$ cat src/rtl/fetch_buffer_if.sv
// Bus bundle for the instruction fetch stage: instruction-memory request/response,
// redirect from execute, and the valid/ready handshake towards decode.
// The master modport is the fetch buffer itself; slave is the surrounding pipeline.
interface fetch_buffer_if;
  logic        o_imem_req;
  logic [31:0] o_imem_addr;
  logic [31:0] i_imem_rdata;
  logic        i_redirect;
  logic [31:0] i_redirect_pc;
  logic        o_valid;
  logic        i_ready;
  logic [31:0] o_instruction;
  logic [31:0] o_pc;
  logic [31:0] o_pc_plus4;

  modport master (
    output o_imem_req,
    output o_imem_addr,
    input  i_imem_rdata,
    input  i_redirect,
    input  i_redirect_pc,
    output o_valid,
    input  i_ready,
    output o_instruction,
    output o_pc,
    output o_pc_plus4
  );

  modport slave (
    input  o_imem_req,
    input  o_imem_addr,
    output i_imem_rdata,
    output i_redirect,
    output i_redirect_pc,
    input  o_valid,
    output i_ready,
    input  o_instruction,
    input  o_pc,
    input  o_pc_plus4
  );
endinterface

$ cat src/rtl/fetch_buffer.sv
// Instruction fetch stage. Keeps the fetch PC, issues one word request per cycle to a
// fixed 1-cycle-latency instruction memory, and parks returned words (with their PC) in a
// small circular FIFO that feeds decode through a valid/ready handshake.
// A credit check (buffered + in flight - leaving this cycle < DEPTH) guarantees every
// returning word has a free slot, so the FIFO never has to refuse a push.
// A redirect flushes the FIFO and the in-flight word and restarts fetch at the target.
module fetch_buffer #(
  parameter logic [31:0] RESET_PC = 32'h0000_0000,
  parameter int          DEPTH    = 2
) (
  input logic            i_clk,
  input logic            i_rst,
  fetch_buffer_if.master bus
);

  localparam int PTR_W = (DEPTH > 1) ? $clog2(DEPTH) : 1;
  localparam int CNT_W = $clog2(DEPTH + 1);

  localparam logic [CNT_W-1:0] DEPTH_CNT = CNT_W'(DEPTH);
  localparam logic [PTR_W-1:0] LAST_PTR  = PTR_W'(DEPTH - 1);
  localparam logic [31:0]      NOP_INSTR = 32'h0000_0013;
  localparam logic [31:0]      PC_ALIGN  = 32'hFFFF_FFFC;

  // Fetch PC and the PC of the word currently in flight
  logic [31:0]      r_pc;
  logic [31:0]      r_req_pc;
  logic             r_inflight;

  // FIFO bookkeeping and storage
  logic [CNT_W-1:0] r_count;
  logic [PTR_W-1:0] r_head;
  logic [PTR_W-1:0] r_tail;
  logic [31:0]      r_instr_mem [DEPTH];
  logic [31:0]      r_pc_mem    [DEPTH];

  // Combinational control
  logic             w_valid;
  logic             w_pop;
  logic             w_push;
  logic             w_req;
  logic [CNT_W:0]   w_credit;
  logic [PTR_W-1:0] w_head_next;
  logic [PTR_W-1:0] w_tail_next;
  logic [31:0]      w_redirect_pc;
  logic [31:0]      w_head_pc;
  logic [CNT_W-1:0] w_count_next;

  // Handshake, credit and request decisions for the current cycle
  always_comb begin
    w_valid       = ~i_rst & (r_count != '0);
    w_pop         = w_valid & bus.i_ready;
    w_push        = r_inflight & ~bus.i_redirect;
    w_credit      = {1'b0, r_count}
                  + {{CNT_W{1'b0}}, r_inflight}
                  - {{CNT_W{1'b0}}, w_pop};
    w_req         = ~i_rst & ~bus.i_redirect & (w_credit < {1'b0, DEPTH_CNT});
    w_redirect_pc = bus.i_redirect_pc & PC_ALIGN;
    w_head_pc     = r_pc_mem[r_head];
  end

  // Pointer advance with wrap at DEPTH (DEPTH need not be a power of two)
  always_comb begin
    w_head_next = r_head + PTR_W'(1);
    w_tail_next = r_tail + PTR_W'(1);
    if (r_head == LAST_PTR) begin
      w_head_next = '0;
    end
    if (r_tail == LAST_PTR) begin
      w_tail_next = '0;
    end
  end

  // Occupancy after this cycle's push/pop; simultaneous push and pop leaves it unchanged
  always_comb begin
    w_count_next = r_count;
    unique case ({w_push, w_pop})
      2'b10:   w_count_next = r_count + CNT_W'(1);
      2'b01:   w_count_next = r_count - CNT_W'(1);
      default: w_count_next = r_count;
    endcase
  end

  // Outputs to memory and decode; decode sees a nop at PC 0 whenever the head is empty
  always_comb begin
    bus.o_imem_req    = w_req;
    bus.o_imem_addr   = r_pc;
    bus.o_valid       = w_valid;
    bus.o_instruction = NOP_INSTR;
    bus.o_pc          = '0;
    bus.o_pc_plus4    = '0;
    if (w_valid) begin
      bus.o_instruction = r_instr_mem[r_head];
      bus.o_pc          = w_head_pc;
      bus.o_pc_plus4    = w_head_pc + 32'd4;
    end
  end

  // Control state: reset beats redirect, redirect beats push/pop/request
  always_ff @(posedge i_clk) begin
    if (i_rst) begin
      r_pc       <= RESET_PC;
      r_req_pc   <= RESET_PC;
      r_inflight <= 1'b0;
      r_count    <= '0;
      r_head     <= '0;
      r_tail     <= '0;
    end else if (bus.i_redirect) begin
      r_pc       <= w_redirect_pc;
      r_inflight <= 1'b0;
      r_count    <= '0;
      r_head     <= '0;
      r_tail     <= '0;
    end else begin
      r_count <= w_count_next;
      if (w_push) begin
        r_tail <= w_tail_next;
      end
      if (w_pop) begin
        r_head <= w_head_next;
      end
      if (w_req) begin
        r_pc       <= r_pc + 32'd4;
        r_req_pc   <= r_pc;
        r_inflight <= 1'b1;
      end else begin
        r_inflight <= 1'b0;
      end
    end
  end

  // FIFO storage has no reset; entries are only read once the count says they are filled
  always_ff @(posedge i_clk) begin
    if (!i_rst && w_push) begin
      r_instr_mem[r_tail] <= bus.i_imem_rdata;
      r_pc_mem[r_tail]    <= r_req_pc;
    end
  end

endmodule
$ cat src/flat_wrapper.sv
// flat-port wrapper written by rule: the top's interface ports become plain ports
module fetch_buffer_flat 
#(
  parameter logic [31:0] RESET_PC = 32'h0000_0000,
  parameter int          DEPTH    = 2
)
  (i_clk, i_rst, bus_o_imem_req, bus_o_imem_addr, bus_i_imem_rdata, bus_i_redirect, bus_i_redirect_pc, bus_o_valid, bus_i_ready, bus_o_instruction, bus_o_pc, bus_o_pc_plus4);
  fetch_buffer_if bus_i ();
  input logic i_clk;
  input logic i_rst;
  output wire logic [$bits(bus_i.o_imem_req)-1:0] bus_o_imem_req;
  output wire logic [$bits(bus_i.o_imem_addr)-1:0] bus_o_imem_addr;
  input wire logic [$bits(bus_i.i_imem_rdata)-1:0] bus_i_imem_rdata;
  input wire logic [$bits(bus_i.i_redirect)-1:0] bus_i_redirect;
  input wire logic [$bits(bus_i.i_redirect_pc)-1:0] bus_i_redirect_pc;
  output wire logic [$bits(bus_i.o_valid)-1:0] bus_o_valid;
  input wire logic [$bits(bus_i.i_ready)-1:0] bus_i_ready;
  output wire logic [$bits(bus_i.o_instruction)-1:0] bus_o_instruction;
  output wire logic [$bits(bus_i.o_pc)-1:0] bus_o_pc;
  output wire logic [$bits(bus_i.o_pc_plus4)-1:0] bus_o_pc_plus4;
  assign bus_o_imem_req = bus_i.o_imem_req;
  assign bus_o_imem_addr = bus_i.o_imem_addr;
  assign bus_i.i_imem_rdata = bus_i_imem_rdata;
  assign bus_i.i_redirect = bus_i_redirect;
  assign bus_i.i_redirect_pc = bus_i_redirect_pc;
  assign bus_o_valid = bus_i.o_valid;
  assign bus_i.i_ready = bus_i_ready;
  assign bus_o_instruction = bus_i.o_instruction;
  assign bus_o_pc = bus_i.o_pc;
  assign bus_o_pc_plus4 = bus_i.o_pc_plus4;
  fetch_buffer #(.RESET_PC(RESET_PC), .DEPTH(DEPTH)) u_core (.i_clk(i_clk), .i_rst(i_rst), .bus(bus_i));
endmodule
$ cat config.mk
export PLATFORM = sky130hd
export DESIGN_NAME = fetch_buffer_flat
export DESIGN_NICKNAME = d
export VERILOG_FILES = /design/src/rtl/fetch_buffer_if.sv /design/src/rtl/fetch_buffer.sv /design/src/flat_wrapper.sv
export SDC_FILE = /design/constraint.sdc
export NUM_CORES = 1
export LEC_CHECK = 0
export ABC_AREA = 1
export CAP_MARGIN = 30
export CORE_ASPECT_RATIO = 0.75
export CORE_MARGIN = 3
export CORE_UTILIZATION = 55
export CTS_CLUSTER_SIZE = 25
export DETAILED_ROUTE_END_ITERATION = 10
export GPL_ROUTABILITY_DRIVEN = 0
export HOLD_SLACK_MARGIN = 0.02
export PLACE_DENSITY = 0.91
export SETUP_SLACK_MARGIN = 0.15
export SLEW_MARGIN = 10
export SYNTH_ARGS = -nofsm -noshare
export SYNTH_HDL_FRONTEND = slang
export SYNTH_SLANG_ARGS = --single-unit
$ cat constraint.sdc
create_clock -name i_clk -period 10.35 [get_ports i_clk]
set_input_delay 1.035 -clock i_clk [delete_from_list [all_inputs] [get_ports i_clk]]
set_output_delay 1.035 -clock i_clk [all_outputs]
set_load 0.01 [all_outputs]
Yosys cells after proc, flatten, opt, wreduce, memory -nomap -nowiden

Memories as Yosys holds them, arrays and structs flattened. A register that Yosys moved wholly into a read port is not among the register bits.
Cells that the tools add are included.

Flip-flop bits (word level): 69
Latch bits: 0
Bits in writable memories: 128
Memory bits (read-only): 0
Input port bits: 68
Output and inout bits: 130
Word-level logic and storage cells: 49
Memories kept: 2

$add $sub $neg: 8
Multipliers: 0
Div/mod/pow operators: 0
Magnitude comparators: 1
Eq/ne operators: 2
Shifts and indexed selects: 0
Mux-type cells: 15
Bitwise logic cells: 7
Reductions and logical operators: 7

Memories:

| name               | depth | bits a word | read ports | clocked after Yosys merged registers in | wr ports | line               | text |
|---|---|---|---|---|---|---|---|
| u_core.r_instr_mem | 2     | 32          | 1          | 1                                       | 1        | fetch_buffer.sv:33 | `logic [31:0] r_instr_mem [DEPTH];` |
| u_core.r_pc_mem    | 2     | 32          | 1          | 1                                       | 1        | fetch_buffer.sv:34 | `logic [31:0] r_pc_mem [DEPTH];` |

Operator list:

| kind                  | count |
|---|---|
| $mux 32               | 5 |
| $add 32x3->32 const B | 2 |
| $mux 1                | 9 |
| $reduce_bool 2->1     | 3 |
| $and 1x1->1           | 5 |
| $pmux 2 s2            | 1 |
| $add 2x1->3           | 1 |
| $lt 3x2->1 const B    | 1 |
| $sub 3x1->3           | 1 |
| $add 1x1->1 const B   | 2 |
| $add 2x1->2 const B   | 1 |
| $eq 2x1->1 const B    | 1 |
| $eq 2x2->1 const B    | 1 |
| $not 1->1             | 2 |
| $reduce_and 2->1      | 1 |
| $reduce_or 2->1       | 1 |
| $sub 2x1->2 const B   | 1 |
| $logic_and 1x1->1     | 1 |
| $logic_not 1->1       | 1 |

Depth between registers and ports, before layout

Gate-level depths: netlist of the first run.

Depth in word-level cells: 8
Depth in mapped cells: 19

Worst setup path after synthesis of the first run

OpenSTA, ideal clock, no wires.

Kind: input -> register
From: input port bus_i_redirect
To: memory u_core.r_instr_mem[1][0] (enable)
Library setup time: 0.558 ns
Arrival: 5.545 ns
Required time: 9.792 ns
Path slack: 4.246 ns
Cell stages on the path: 4
Buffers on the path: 1
Path through: buf_2 inv_2 nand2_2 nor3_1

Cells in the longest elaborated chain, start to end: 5

Ends and longest elaborated chain:

| item                         | line                | text |
|---|---|---|
| start: declaration           | flat_wrapper.sv:14  | `input wire logic [$bits(bus_i.i_redirect)-1:0] bus_i_redirect;` |
| $not 1->1                    | fetch_buffer.sv:52  | `w_push = r_inflight & ~bus.i_redirect;` |
| $and 1x1->1                  | fetch_buffer.sv:52  |  |
| $logic_and 1x1->1            | fetch_buffer.sv:133 | `if (!i_rst && w_push) begin` |
| $mux 1                       | fetch_buffer.sv:133 |  |
| $mux 1 (not written as such) | fetch_buffer.sv:134 | `r_instr_mem[r_tail] <= bus.i_imem_rdata;` |
| end: declaration             | fetch_buffer.sv:33  |  |

No other way between the ends.

Worst setup path in the final report of the first run

From: input port i_rst
To: output port bus_o_imem_req

Cells in the longest elaborated chain, start to end: 6
Elaborated cells between the ends (all ways): 7
Those cells by class: add/sub (1); order compare (1); bitwise (5)

Ends and longest elaborated chain:

| item               | line                                   | text |
|---|---|---|
| start: declaration | flat_wrapper.sv:10                     | `input logic i_rst;` |
| $not 1->1 (*)      | fetch_buffer.sv:50, fetch_buffer.sv:56 |  |
| $and 1x1->1        | fetch_buffer.sv:50                     | `w_valid = ~i_rst & (r_count != '0);` |
| $and 1x1->1        | fetch_buffer.sv:51                     | `w_pop = w_valid & bus.i_ready;` |
| $sub 3x1->3        | fetch_buffer.sv:55                     | `- {{CNT_W{1'b0}}, w_pop};` |
| $lt 3x2->1         | fetch_buffer.sv:56                     | `w_req = ~i_rst & ~bus.i_redirect & (w_credit < {1'b0, DEPTH_CNT});` |
| $and 1x1->1 (*)    | fetch_buffer.sv:56                     |  |
| end: declaration   | flat_wrapper.sv:11                     | `output wire logic [$bits(bus_i.o_imem_req)-1:0] bus_o_imem_req;` |

Mark *: on every way between the ends. The rest lies on a longest branch, timed or not.

==> metrics.md, run 1 <==
| Metric | Value |
|---|---|
| Slew @ Worst Pin | 881.4 ps |
| Fmax | 171.3 MHz |
| Final Slew Violations | 0 |
| Residual DRC | 0 |
| Launching point of the worst reg2reg path | u_core.r_count[1] |
| Seq/Total Area, Yosys | 51.45% |
| Io pins | between 150 and 200 |
| Routed Antenna Nets | 0 |
| TNS Setup | 0 ps |
| Total gr overflow | 0 |
| Setup Buffers After CTS | 0 |
| Ys flop type | edfxtp_1 |
| Final period util | between 50% and 60% |
| Req. time, crit path | 9320 ps |
| DIE WIDTH | between 150 and 200 µm |
| Layout area overhead | 26.49% |
| # diodes | 0 |
| Leak | 5.179 nW |
| Crit path time final | 5838 ps |
| Type of the tightest min-delay check | flop to flop |
| H-tree depth | 4 |
| I/O Buffers | 189 |
| Cell with the most instances after synthesis | nand2_1 |
| Hold-fix buffers at CTS | 0 |
| Layout cell share with drive strength beyond 1 | 6.713% |
| Final Skew | ~11 ps |
| All-Layer GR Usage | ~27% |
| Max clock buf depth | 2 |
| Ys Warns | 0 |
| Synth Instances | 1265 |
| Status | finished clean |
| Ys async rst share | 0% |
| Clk_lat worst skew | 420 ps |
| Global-route wire length before repair | 42.34 mm |
| Clk slew on worst S/H paths | 70 ps |
| Top cell type by total area after synthesis | edfxtp_1 |
| Largest net degree at the start of global routing | 77 |
| Worst EP arrival | 4800 ps |
| Num CTS Buffers | 17 |
| Netlist cell types | 41 |
| Critical Path Start | i_rst |
| Detail Placement HPWL | between 15 and 20 mm |
| Initial antenna violation count | 0 |
| Relative slew slack | 41.24% |
| VDD IR-drop max | 0.1353 mV |
| CP max FO | 48 |
| Std cell rows | a little over 40 |
| RSZ-0062 raised after global routing | no |
| DR vias | about 8.9k |
| Setup violations, final | 0 |
| Vias in the first global route | 8502 |
| CP Capture Type | primary output |
| Final Net Count | about 1.5k |
| Crit Path Class | input pin to primary output |
| CTS Root Cell | clkbuf_16 |
| Critical hold path startpoint | u_core.r_req_pc[17] |
| CTS tree | done |
| CORE AREA | 17130 µm² |
| CTS Sinks | 190 |
| Syn Std Cell Area | 9804 µm² |
| CP startpoint kind | input pin |
| Routed wire length | 26.29 mm |
| Max Cap Viol | 0 |
| Fin worst setup slack | 4512 ps |
| Post-synth EDFFs | 124 |
| Hold Violations, Final | 0 |
| Cells taking the most area after synthesis | edfxtp_1 (38%), nand2_1 (17%), dfxtp_1 (13%), inv_1 (5.8%), nor2_1 (5.7%) |
| Average instance area after synthesis | between 7 and 8 µm² |
| Avg Vias per Cell | 5.281 |
| Die H | approximately 120 µm |
| Initial Util | 57.22% |
| Power per cell area | roughly 140 nW/µm² |
| Top cells by count, synth | nand2_1 (448), inv_1 (152), nor2_1 (150) |
| Die area | 19480 µm² |
| Top cell type's share of synthesized area | approximately 38% |
| #FFs+latches synth | 190 |
| Place WS | 4562 ps |
| Post-CTS sizing | 0 |
| Detailed Routing Iterations Pass 1 | 5 |
| Drt wl/cell | 15.64 µm |
| DR iter-0 viols | a little under 1k |
-- logic make-up after synthesis --
family          synth area share [%]
simple gates                   30.44
buf+inv                        9.482
flops                          51.45
compound gates                 7.414
xor+xnor                      0.7147
fa+ha+maj                     0.4594
other cells                  0.03825
-- power breakdown --
part / internal (W) / leakage (nW) / switching (W) / total (W)
clock network: 0.000406 / 0.320 / 0.000282 / 0.000688
registers: 0.000831 / 1.65 / 0.0000245 / 0.000856
logic: 0.0000698 / 3.21 / 0.0000881 / 0.000158
total: 0.00131 / 5.18 / 0.000394 / 0.00170
-- layout by cell type, fill, tap and decap left out, drive strengths merged --
master	synthesis	routed
a211oi	14	14
a21oi	55	55
a22oi	1	1
a31oi	2	2
and2	1	1
buf	41	7
bufinv	0	1
clkbuf	12	24
clkdlybuf4s50	0	189
clkinv	0	4
conb	1	6
dfxtp	66	66
edfxtp	124	124
fa	1	1
ha	2	2
inv	158	161
nand2	474	474
nand3	56	56
nand3b	3	3
nand4	6	6
nor2	169	169
nor3	11	11
o211ai	4	4
o21a	1	1
o21ai	50	50
o22ai	2	2
o31ai	2	2
or2	1	1
xnor2	1	1
xor2	7	7
-- through the flow --
| step | instance area [µm²] | total power [W] | std cells | utilization [%] | hold slack (ps) |
|---|---|---|---|---|---|
| final | 12400 | 0.001702 | 1681 | 72.38 | 452.7 |
| after global placement | 11760 | 0.001018 | 1649 | 68.63 | 433.6 |
| after floorplan | 9823 | 0.0009461 | 1270 | - | 420.3 |
| after CTS | 12400 | 0.001703 | 1681 | 72.38 | 457.5 |
| after global routing | 12400 | 0.001757 | 1681 | 72.38 | 478.8 |
| after detailed placement | 11760 | 0.001024 | 1649 | 68.63 | 439.1 |
-- flip-flops by register name (all words and copies together) (netlist names), named ones only --
register / flops
u_core.r_count: 2
u_core.bus.o_imem_addr: 30
u_core.r_pc_mem: 60
u_core.r_head: 1
u_core.r_req_pc: 30
u_core.r_tail: 1
u_core.r_instr_mem: 64
u_core.r_inflight: 1
-- final cells by class --
class / count / area (µm²)
Clock buffer: 24 / 556.8
Multi-Input combinational cell: 869 / 3872
Sequential cell: 190 / 5046
Clock inverter: 8 / 86.33
Fill cell: 1276 / 4732
Timing Repair Buffer: 196 / 1944
Tap cell: 236 / 295.3
Inverter: 158 / 600.6
-- metal layers --
layer / part of all wire (%) / routed length, µm / GRT usage [%]
met5: 0 / 0 / 0
met4: 1.8 / 474 / 7.696
met3: 11 / 3009 / 7.342
met2: 45 / 11710 / 42.72
met1: 42 / 11100 / 37.36
-- path summary, 6_finish.rpt --
check | depth (start not counted) | slack (ps) | end
setup / recovery | 14 | 4510 | bus_o_imem_req
hold / removal | 0 | 450 | u_core.r_pc_mem[0][17]
setup reg to reg | 16 | 6640 | u_core.bus.o_imem_addr[24]
hold reg to reg | 0 | 450 | u_core.r_pc_mem[0][17]
-- critical path, stage by stage --
cell and delay, ps:
clkdlybuf4s50_1 450, buf_4 410, inv_2 310, o21ai_4 120
buf_4 450, nor2_1 140, inv_1 230, nor2_1 100
fa_1 510, inv_1 50, nor2_2 100, nand2_2 240
inv_2 120, clkdlybuf4s50_1 540
(Power assumes the default switching activity.)
==> run 2, diff against run 1 <==
--- a/config.mk
+++ b/config.mk
@@ -9,12 +9,12 @@
 export CAP_MARGIN = 30
 export CORE_ASPECT_RATIO = 0.75
 export CORE_MARGIN = 3
-export CORE_UTILIZATION = 55
+export CORE_UTILIZATION = 52
 export CTS_CLUSTER_SIZE = 25
 export DETAILED_ROUTE_END_ITERATION = 10
 export GPL_ROUTABILITY_DRIVEN = 0
 export HOLD_SLACK_MARGIN = 0.02
-export PLACE_DENSITY = 0.91
+export PLACE_DENSITY = 0.87
 export SETUP_SLACK_MARGIN = 0.15
 export SLEW_MARGIN = 10
 export SYNTH_ARGS = -nofsm -noshare
==> constraint.sdc (replaced) <==
create_clock -name i_clk -period 5.5 [get_ports i_clk]
set_input_delay 0.55 -clock i_clk [delete_from_list [all_inputs] [get_ports i_clk]]
set_output_delay 0.55 -clock i_clk [all_outputs]
set_load 0.01 [all_outputs]
==> metrics.md, run 2 (synthesized netlist as in run 1, its figures left out) <==
| Metric | Value |
|---|---|
| Max FFs per register | 64 |
| H-tree depth | 4 |
| CP startpoint kind | input pin |
| Crit path depth | 8 |
| CP Capture Type | primary output |
| CORE AREA | approximately 18000 µm² |
| Die area | 20560 µm² |
| CTS Root Cell | clkbuf_16 |
| Clk slew on worst S/H paths | 70 ps |
| Final period util | 73.67% |
| Most common cell after layout, fill and taps aside | nand2_1 |
| DIE WIDTH | 164.6 µm |
| CTS Sinks | 190 |
| Hold Violations, Final | 0 |
| Type of the tightest min-delay check | flop to flop |
| TNS Setup | 0 ps |
| Clk_lat worst skew | approximately 430 ps |
| Crit Path Class | input pin to primary output |
| Leak | 5.134 nW |
| RSZ-0062 raised after global routing | no |
| Max clock buf depth | 2 |
| Routed wire length | 25.90 mm |
| VDD IR-drop max | 0.1646 mV |
| Num CTS Buffers | 17 |
| Initial antenna violation count | 0 |
| Layout cell share with drive strength beyond 1 | 6.644% |
| CP max FO | 47 |
| Final Net Count | approximately 1.5k |
| Worst path slowest cell | inv_2 |
| Reg2Reg Depth | 16 |
| Launching point of the worst reg2reg path | u_core.r_count[1] |
| Detailed Routing Iterations Pass 1 | 5 |
| Critical Path Start | i_rst |
| Largest Register | u_core.r_instr_mem |
| CP Cell Sequence | clkdlybuf4s50_1 -> inv_2 -> o21ai_4 -> buf_4 -> inv_2 -> o21ai_1 -> a21oi_1 -> clkdlybuf4s50_1 |
| Cell family with most CP delay | buffers and inverters |
| CP Buf/Inv Count | 5 |
| Detail Placement HPWL | 18.40 mm |
| Largest regs | u_core.r_instr_mem: 64 flops, u_core.r_pc_mem: 60 flops |
| Drt wl/cell | 15.35 µm |
| Max Cap Viol | 0 |
| Slew @ Worst Pin | 847.5 ps |
| Die H | about 120 µm |
| Setup Buffers After CTS | 0 |
| Relative slew slack | 43.42% |
| Total gr overflow | 0 |
| Setup violations, final | 0 |
| Routed Antenna Nets | 0 |
| Final Slew Violations | 0 |
| Most frequent cells in the layout | nand2_1 (448), clkdlybuf4s50_1 (189), inv_1 (152) |
| Post-CTS sizing | 0 |
| Req. time, crit path | slightly below 5000 ps |
| Design area | 12340 µm² |
| # diodes | 0 |
| DR vias | 8840 |
| Worst EP arrival | between 3000 and 4000 ps |
| Avg Vias per Cell | 5.240 |
| Residual DRC | 0 |
| Status | finished clean |
| Setup crit end | bus_o_pc_plus4[13] |
| Std cell rows | 42 |
| CTS tree | done |
| Final Skew | 11.47 ps |
| I/O Buffers | 189 |
| Io pins | 198 |
| Global-route wire length before repair | 40.69 mm |
| Crit path time final | 4052 ps |
| Post-DP Area | about 12000 µm² |
| CP peak stage delay | 680 ps |
| Reg-to-reg endpoint | u_core.bus.o_imem_addr[24] |
| Largest net degree at the start of global routing | 77 |
| Vias in the first global route | 8038 |
| Flop2flop setup slack | 2230 ps |
| Layout area overhead | 25.85% |
| Initial Util | between 50 and 60% |
| Power per cell area | 248.4 nW/µm² |
| Fmax | 246.8 MHz |
| Hold-fix buffers at CTS | 0 |
| DR iter-0 viols | 1043 |
| All-Layer GR Usage | 24.88% |
==> run 2: through the flow <==
step	power [W]	setup WS (ps)	instances	util, %	hold slack [ps]
floorplan	0.001781	1453	1270	-	420.3
global placement	0.001917	1404	1654	65.08	429.4
detailed placement	0.001929	1380	1655	65.16	446.6
CTS	0.003071	1496	1687	68.26	462.1
global route	0.003164	1284	1687	68.26	472.6
finish	0.003065	1448	1687	68.26	459.2
==> run 2: layout make-up <==
| class | instances | area, µm² |
|---|---|---|
| fill | 1448 | 5738 |
| clock buffer | 18 | 429.2 |
| sequential | 190 | 5046 |
| inverter | 158 | 600.6 |
| tap | 242 | 302.8 |
| timing repair buffer | 196 | 1952 |
| clock inverter | 14 | 130.1 |
| multi-input combinational | 869 | 3879 |
==> run 2: report_power, final <==
| part | switching (W) | internal, W | total, W | leakage (nW) |
|---|---|---|---|---|
| clock | 0.000562 | 0.000598 | 0.00116 | 0.262 |
| combinational | 0.000164 | 0.000132 | 0.000296 | 3.22 |
| sequential | 0.0000450 | 0.00156 | 0.00161 | 1.65 |
| total | 0.000771 | 0.00229 | 0.00306 | 5.13 |
==> run 2: worst min-delay path by stage <==
stage                     slack (ps)  cells after the start           startpoint                endpoint
after global routing             470                      0  u_core.r_req_pc[11]  u_core.r_pc_mem[0][11]
after floorplan                  420                      0  u_core.r_req_pc[10]  u_core.r_pc_mem[0][10]
after CTS                        460                      0  u_core.r_req_pc[28]  u_core.r_pc_mem[0][28]
after global placement           430                      0  u_core.r_req_pc[14]  u_core.r_pc_mem[0][14]
final                            460                      0  u_core.r_req_pc[30]  u_core.r_pc_mem[1][30]
after detailed placement         450                      0  u_core.r_req_pc[30]  u_core.r_pc_mem[1][30]
==> run 2: per-layer routing <==
layer	vias to the layer above	wire (µm)	GRT usage, %
met4	0	380	6.410
met5	-	0	0
met2	501	11430	37.40
met3	31	3199	6.416
li1	4327	-	-
met1	3981	10890	36.00
